--- src/rtl/funnel_stream_sequencer_pkg.sv ---
// Shared definitions for the funnel stream sequencer: default widths,
// FSM state encoding and a small range-check helper.
package funnel_stream_sequencer_pkg;

  localparam int DEF_W  = 10;
  localparam int DEF_AW = 4;
  localparam int DEF_CW = 8;

  localparam logic [1:0] ST_IDLE  = 2'd0;
  localparam logic [1:0] ST_FIRST = 2'd1;
  localparam logic [1:0] ST_RUN   = 2'd2;
  localparam logic [1:0] ST_FLUSH = 2'd3;

  typedef enum logic [1:0] {
    IDLE  = ST_IDLE,
    FIRST = ST_FIRST,
    RUN   = ST_RUN,
    FLUSH = ST_FLUSH
  } state_e;

  // A shift amount is usable only if it is strictly below the word width.
  function automatic logic amt_in_range(input logic [31:0] amt_val, input int width);
    return (amt_val < 32'(width));
  endfunction

endpackage

--- src/rtl/funnel_stream_sequencer_funnel_core.sv ---
// Combinational right funnel shifter: y = low W bits of ({hi,lo} >> amt).
module funnel_core
  import funnel_stream_sequencer_pkg::*;
#(
  parameter int W  = DEF_W,
  parameter int AW = DEF_AW
) (
  input  logic [W-1:0]  hi,
  input  logic [W-1:0]  lo,
  input  logic [AW-1:0] amt,
  output logic [W-1:0]  y
);

  // Concatenate, shift right, keep the low word.
  always_comb begin
    y = W'({hi, lo} >> amt);
  end

endmodule

--- src/rtl/funnel_stream_sequencer.sv ---
// Funnel stream sequencer: strips `amt` leading bits from a packet of words by
// funnelling each next word (hi) with the current word (lo). One word is held
// in `prev`; the last word of a packet is flushed against zero.
module funnel_stream_sequencer
  import funnel_stream_sequencer_pkg::*;
#(
  parameter int W  = DEF_W,
  parameter int AW = DEF_AW,
  parameter int CW = DEF_CW
) (
  input  logic          clk,
  input  logic          rst,
  input  logic          cfg_valid,
  input  logic [AW-1:0] cfg_amt,
  output logic          cfg_ready,
  output logic          cfg_err,
  input  logic          in_valid,
  input  logic [W-1:0]  in_data,
  input  logic          in_last,
  output logic          in_ready,
  output logic          out_valid,
  output logic [W-1:0]  out_data,
  output logic          out_last,
  input  logic          out_ready,
  output logic [AW-1:0] amt,
  output logic          busy,
  output logic [CW-1:0] pkt_count
);

  localparam logic [W-1:0]  WORD_ZERO = {W{1'b0}};
  localparam logic [AW-1:0] AMT_ZERO  = {AW{1'b0}};
  localparam logic [CW-1:0] CNT_ZERO  = {CW{1'b0}};
  localparam logic [CW-1:0] CNT_ONE   = CW'(1);

  state_e        state_q, state_d;
  logic [AW-1:0] amt_q, amt_d;
  logic [W-1:0]  prev_q, prev_d;
  logic          out_valid_q, out_valid_d;
  logic [W-1:0]  out_data_q, out_data_d;
  logic          out_last_q, out_last_d;
  logic          cfg_err_q, cfg_err_d;
  logic [CW-1:0] pkt_count_q, pkt_count_d;

  logic          slot_free_s;
  logic          cfg_ready_s;
  logic          in_ready_s;
  logic          in_acc_s;
  logic          cfg_acc_s;
  logic          cfg_ok_s;
  logic [W-1:0]  core_hi_s;
  logic [W-1:0]  core_y_s;

  // Handshake qualifiers derived from the current state and output slot.
  always_comb begin
    slot_free_s = (~out_valid_q) | out_ready;
    cfg_ready_s = (state_q == IDLE) | (state_q == FIRST);
    in_ready_s  = (state_q == FIRST) | ((state_q == RUN) & slot_free_s);
    in_acc_s    = in_valid & in_ready_s;
    cfg_acc_s   = cfg_valid & cfg_ready_s;
    cfg_ok_s    = amt_in_range(32'(cfg_amt), W);
  end

  // Funnel hi operand: the incoming word while streaming, zero when flushing.
  always_comb begin
    if (state_q == FLUSH) begin
      core_hi_s = WORD_ZERO;
    end else begin
      core_hi_s = in_data;
    end
  end

  funnel_core #(
    .W  (W),
    .AW (AW)
  ) u_funnel_core (
    .hi  (core_hi_s),
    .lo  (prev_q),
    .amt (amt_q),
    .y   (core_y_s)
  );

  // Next-state, prev, output register and packet counter logic.
  always_comb begin
    state_d     = state_q;
    amt_d       = amt_q;
    prev_d      = prev_q;
    out_valid_d = out_valid_q;
    out_data_d  = out_data_q;
    out_last_d  = out_last_q;
    cfg_err_d   = 1'b0;
    pkt_count_d = pkt_count_q;

    // A drained slot empties unless something below reloads it.
    if (slot_free_s) begin
      out_valid_d = 1'b0;
    end else begin
      out_valid_d = out_valid_q;
    end

    // Config is only seen in IDLE/FIRST, so amt never moves mid-packet.
    if (cfg_acc_s) begin
      if (cfg_ok_s) begin
        amt_d = cfg_amt;
      end else begin
        cfg_err_d = 1'b1;
      end
    end else begin
      cfg_err_d = 1'b0;
    end

    case (state_q)
      IDLE: begin
        if (cfg_acc_s & cfg_ok_s) begin
          state_d = FIRST;
        end else begin
          state_d = IDLE;
        end
      end
      FIRST: begin
        if (in_acc_s) begin
          prev_d = in_data;
          if (in_last) begin
            state_d = FLUSH;
          end else begin
            state_d = RUN;
          end
        end else begin
          state_d = FIRST;
        end
      end
      RUN: begin
        if (in_acc_s) begin
          out_data_d  = core_y_s;
          out_last_d  = 1'b0;
          out_valid_d = 1'b1;
          prev_d      = in_data;
          if (in_last) begin
            state_d = FLUSH;
          end else begin
            state_d = RUN;
          end
        end else begin
          state_d = RUN;
        end
      end
      FLUSH: begin
        if (slot_free_s) begin
          out_data_d  = core_y_s;
          out_last_d  = 1'b1;
          out_valid_d = 1'b1;
          pkt_count_d = pkt_count_q + CNT_ONE;
          state_d     = FIRST;
        end else begin
          state_d = FLUSH;
        end
      end
      default: begin
        state_d = IDLE;
      end
    endcase
  end

  // State and datapath registers with synchronous reset.
  always_ff @(posedge clk) begin
    if (rst) begin
      state_q     <= IDLE;
      amt_q       <= AMT_ZERO;
      prev_q      <= WORD_ZERO;
      out_valid_q <= 1'b0;
      out_data_q  <= WORD_ZERO;
      out_last_q  <= 1'b0;
      cfg_err_q   <= 1'b0;
      pkt_count_q <= CNT_ZERO;
    end else begin
      state_q     <= state_d;
      amt_q       <= amt_d;
      prev_q      <= prev_d;
      out_valid_q <= out_valid_d;
      out_data_q  <= out_data_d;
      out_last_q  <= out_last_d;
      cfg_err_q   <= cfg_err_d;
      pkt_count_q <= pkt_count_d;
    end
  end

  // Port drive: handshake readies are combinational, everything else registered.
  always_comb begin
    cfg_ready = cfg_ready_s;
    in_ready  = in_ready_s;
    cfg_err   = cfg_err_q;
    out_valid = out_valid_q;
    out_data  = out_data_q;
    out_last  = out_last_q;
    amt       = amt_q;
    busy      = (state_q == RUN) | (state_q == FLUSH);
    pkt_count = pkt_count_q;
  end

endmodule
--- config.mk ---
export PLATFORM = sky130hd
export DESIGN_NAME = funnel_stream_sequencer
export DESIGN_NICKNAME = d
export VERILOG_FILES = /design/src/rtl/funnel_stream_sequencer_pkg.sv /design/src/rtl/funnel_stream_sequencer_funnel_core.sv /design/src/rtl/funnel_stream_sequencer.sv
export SDC_FILE = /design/constraint.sdc
export NUM_CORES = 1
export LEC_CHECK = 0
export BUFFER_PORTS_ARGS = -buffer_cell sky130_fd_sc_hd__buf_4
export CAP_MARGIN = 15
export CORE_UTILIZATION = 54
export DETAILED_ROUTE_END_ITERATION = 6
export PLACE_DENSITY_LB_ADDON = 0.15
export SYNTH_ARGS = -nofsm -noshare
export SYNTH_HDL_FRONTEND = slang
export SYNTH_SLANG_ARGS = --single-unit
--- constraint.sdc ---
create_clock -name clk -period 2.3 [get_ports clk]
set_input_delay 0.345 -clock clk [delete_from_list [all_inputs] [get_ports clk]]
set_output_delay 0.345 -clock clk [all_outputs]
set_load 0.1 [all_outputs]
**Word level (Yosys, flattened, before mapping)**

Index checks and enable logic that the tools add are counted.

- Output and inout port bits: 28
- Word-level logic and storage cells: 52
- Latch bits: 0
- Memory bits (read-only): 0
- RAM bits: 0
- Memories: 0
- Bits in registers: 37

- Add/subtract/negate cells: 1
- Shift-type cells: 1
- $mul: 0
- Reduce and logical (&&, ||, !) cells: 8
- Div/mod/pow operators: 0
- $lt $le $gt $ge: 1
- Mux-type cells: 18
- Bitwise logic cells: 10
- Eq/ne operators: 5

Operators with widths:

| kind | count |
|---|---|
| $mux W10 | 3 |
| $pmux W10 S2 | 1 |
| $shr A20 B4 Y10 | 1 |
| $add A8 B1 Y8 const B | 1 |
| $mux W1 | 8 |
| $pmux W2 S4 | 1 |
| $mux W2 | 3 |
| $reduce_and A2 Y1 | 3 |
| $and A1 B1 Y1 | 4 |
| $eq A2 B2 Y1 const B | 2 |
| $lt A4 B4 Y1 const B | 1 |
| $ne A2 B2 Y1 const B | 2 |
| $or A1 B1 Y1 | 4 |
| $pmux W1 S2 | 2 |
| $reduce_or A2 Y1 | 2 |
| $reduce_and A3 Y1 | 1 |
| $eq A2 B1 Y1 const B | 1 |
| $logic_not A2 Y1 | 1 |
| $not A1 Y1 | 2 |
| $reduce_bool A2 Y1 | 1 |

**Logic depth before layout (Yosys ltp)**

- Word-level depth: 7
- Depth in mapped cells: 8
- Gate-level depth less buffers: 6

**By module**

A second synthesis with hierarchy kept.

- Cells, all modules: 261
- Area total of the unflattened synthesis: 2,595.0 um2

By module, submodules not included:

| module | instances | area an instance (um2) | cells an instance |
|---|---|---|---|
| funnel_stream_sequencer | 1 | 1,661.6 | 186 |
| funnel_core | 1 | 933.4 | 75 |

**Least setup slack after synthesis**

No wires, ideal clock.

- Path type: flip-flop to flip-flop
- Start point: reg amt_q[0] (netlist: amt[0])
- End point: reg out_data_q[6] (netlist: out_data[6])
- Stages on the path, launching flop included: 5
- Slack: 0.053 ns
- Clock period less this slack: 2.247 ns
- Path buffers: 0
- Required time: 2.175 ns
- Data arrival time: 2.122 ns
- Cell sequence: dfxtp_1 > mux4_1 > nor2b_1 > nor4_1 > o21ai_1

- Cells in the longest elaborated chain, start to end: 3

RTL lines:

| item | line | RTL |
|---|---|---|
| from (decl) | funnel_stream_sequencer.sv:36 | `logic [AW-1:0] amt_q, amt_d;` |
| from (signal assigned) | funnel_stream_sequencer.sv:176 | `amt_q <= amt_d;` |
| $shr A20 B4 Y10 * | funnel_stream_sequencer_funnel_core.sv:16 | `y = W'({hi, lo} >> amt);` |
| $mux W10, on equally long branches | funnel_stream_sequencer.sv:147, funnel_stream_sequencer.sv:132 |  |
| $pmux W10 S2 * | funnel_stream_sequencer.sv:111 | `case (state_q)` |
| to (signal assigned) | funnel_stream_sequencer.sv:179 | `out_data_q <= out_data_d;` |
| to (decl) | funnel_stream_sequencer.sv:39 | `logic [W-1:0] out_data_q, out_data_d;` |

Every way passes the cells marked *; elsewhere a longest branch is shown, timed or not. The select of a mux whose other input is x is not followed.
A chain may end at the register's enable or synchronous reset.

**Worst setup path in the final report**

- Start point: reg state_q[0]
- End point: out busy

- Cells in the longest elaborated chain, start to end: 2

RTL lines:

| item | line | RTL |
|---|---|---|
| from (decl) | funnel_stream_sequencer.sv:35 | `state_e state_q, state_d;` |
| from (signal assigned) | funnel_stream_sequencer.sv:175 | `state_q <= state_d;` |
| $eq A2 B2 Y1 | funnel_stream_sequencer.sv:195 | `busy = (state_q == RUN) \| (state_q == FLUSH);` |
| $or A1 B1 Y1 * | funnel_stream_sequencer.sv:195 |  |
| to (decl) | funnel_stream_sequencer.sv:26 | `output logic busy,` |

Every way passes the cells marked *; elsewhere a longest branch is shown, timed or not.

==> qor.txt <==
Drt first pass iters: 5
Endpoints failing setup: 0
Slew @ Worst Pin: 0.545 ns
CTS Sinks: 37
Rows: 24
Reg-to-reg startpoint: state_q[0]
Fin. Hold Viols: 0
Hold path cells: 3
Setup Skew: 0.00395 ns
Max clock buf depth: 2
Post-synth top cells: dfxtp_1, a21oi_1, mux2i_1
Worst R2R Path Depth: 5
Most frequent cell after synthesis: dfxtp_1
Clock power frac: 30.2%
Met2 usage in global routing: 47.2%
H-tree Lvls: 2
Syn_area_per_cell: 8.62 um2
First-pass GRT wire length: 11,900 um
Maximum vdd drop: 0.000299 V
EDFF count, synth: 0
Die width: 71.4 um
Cts bufs inserted: 5
Final Core Density: 67.4%
Unrepaired setup endpoints after global routing: no
DP HPWL: 5030 um
Area contributors post-synth: dfxtp_1, mux2i_1, mux4_1
Main synth FF type: dfxtp_1
Routed vias: 2,528
ANT cells: 0
Crit Path Max Fanout: 20
Hold_buf cts: 0
Area Growth Syn to Fin: 16.6%
Net Sw Frac: 34.4%
LEAKAGE: 0.00110 uW
Setup crit end kind: primary output
Ratio of cells with drive above 1 in the final layout: 22.4%
Final GP Congestion: 0.999
Hold/Removal Path Class: input pin to flop
Sw power: 546 uW
Slew headroom: 63.6%
Gate power share: 27.7%
Clk Latency, worst-skew pair: 0.29 ns
Worst hold margin: 0.285 ns
Final period util: 87.8%
IO Port Bufs: 47
Vias in the first global route: 2,442
Flop-to-flop setup slack: 0.29 ns
Post-CTS sizing: 0
Syn nets: 327
Total gr overflow: 0
Final wirelength: 6890 um
Status: complete, no violations
Seq pwr share: 42.1%
Pin count of the biggest net entering global routing: 36
Int Pwr: 1040 uW
Max Cap Violations: 0
Initial core utilization: 57.8%
CTS tree: done
Synth area leader: dfxtp_1
Top Usage Layer GRT: met2
CP Class: flop to primary output
Data required, critical path: 1.96 ns
Nets: 364
WL/cell: 17.6 um
Die area: 0.00510 mm2
Post-CTS setup repair buffer count: 0
Final slew viol count: 0
Setup TNS: 0 ns
Num ports: 48
WP data arrival: 1.67 ns
Met1 GRT Util: 38.9%
Post-Syn Instances: 302
Gr usage total: 29.3%
Yosys reg bits: 37
Power Dens Cells: 522 mW/mm2
Post-synth top area share: 28.4%
Period minus WS final: 2.02 ns
Post-synth cell types: 58
Core area: 0.00450 mm2
M3 GR Usage: 6.47%
Initial antenna violation count: 0
Reg-to-reg endpoint: out_data[6]
Post-Syn Area: 0.00260 mm2
Fmax: 495 MHz
Hold EP: amt[0]
Register area share after synthesis: 28.4%
Post-synthesis async set-or-reset flop share: 0%
DRC: 0
Post-DRT Antenna Nets: 0
Die height: 71.4 um
Worst-path clk slew: 0.08 ns
Iter 0 DRT Violations: 247
Via-to-Cell Ratio: 6.47
Hold path start: cfg_amt[0]
Synth warn: 0
Clk root buf: clkbuf_8
Startpoint Class: flop
-- power groups by stage --
stage	Clock, uW	Sequential [uW]	Combinational [uW]
final	479	666	439
after global routing	511	668	471
after CTS	480	666	434
after detailed placement	0	681	433
after global placement	0	680	434
after floorplan	0	733	270
-- final cells by class --
type,count,area (um2)
clock buffer,6,82.6
multi-input combinational,228,1660
fill,380,1470
clock inverter,1,7.51
sequential,37,741
timing repair buffer,57,440
tap,52,65.1
inverter,10,37.5
-- metal layers --
metal	share of wire (%)	up-vias
li1	-	1223
met1	45	1174
met2	47	112
met3	6.0	19
met4	2.1	0
met5	0	-
-- layout by cell type, fill, tap and decap left out, types with 9 or more instances in the layout --
cell type	n
nor3_1	9
nand3_1	11
nand4_1	13
inv_1	9
o31ai_1	11
nor2_1	20
a21oi_1	24
nand2_1	11
nand2b_1	9
mux2i_1	23
dfxtp_1	37
o21ai_0	10
buf_4	56
-- through the flow --
stage,total power (uW),cell area [um2],worst slack [ns],std cells
6_report,1580,3040,0.281,391
5_1_grt,1650,3040,0.0686,391
4_1_cts,1580,3040,0.277,391
3_5_place_dp,1110,2950,0.337,384
3_3_place_gp,1110,2950,0.409,384
2_1_floorplan,1000,2600,0.0531,302
-- state kept, by name, indices dropped and copies added (netlist names) --
signal,flops
amt,4
prev_q,10
out_last,1
out_valid,1
pkt_count,8
out_data,10
cfg_err,1
state_q,2
-- critical path, cell delays in order (launching register included) --
cell	delay, ns
dfxtp_1	0.37
ha_1	0.52
or2_2	0.21
buf_4	0.28
-- how the worst max path moves through the flow --
stage	from	end	slack, ns	depth (start not counted)
after floorplan	amt[0]	out_data[6]	0.05	4
after global placement	state_q[0]	out_data[6]	0.41	5
after detailed placement	state_q[0]	out_data[6]	0.34	5
after CTS	state_q[0]	busy	0.28	3
after global routing	state_q[0]	out_data[6]	0.07	5
final	state_q[0]	busy	0.28	3
-- cells by family (layout without fill, tap and decap cells) --
family / count (synthesis) / after routing / share of synthesized area, %
and+or+nand+nor: 98 / 98 / 20.1
AOI/OAI and AO/OA: 89 / 89 / 23.5
DFF: 37 / 37 / 28.4
adders and majority gates: 5 / 5 / 2.40
buffers and inverters: 37 / 74 / 7.74
xor gates and xnor gates: 4 / 4 / 1.35
muxes: 32 / 32 / 16.5
Power figures use the tool's default switching activity.
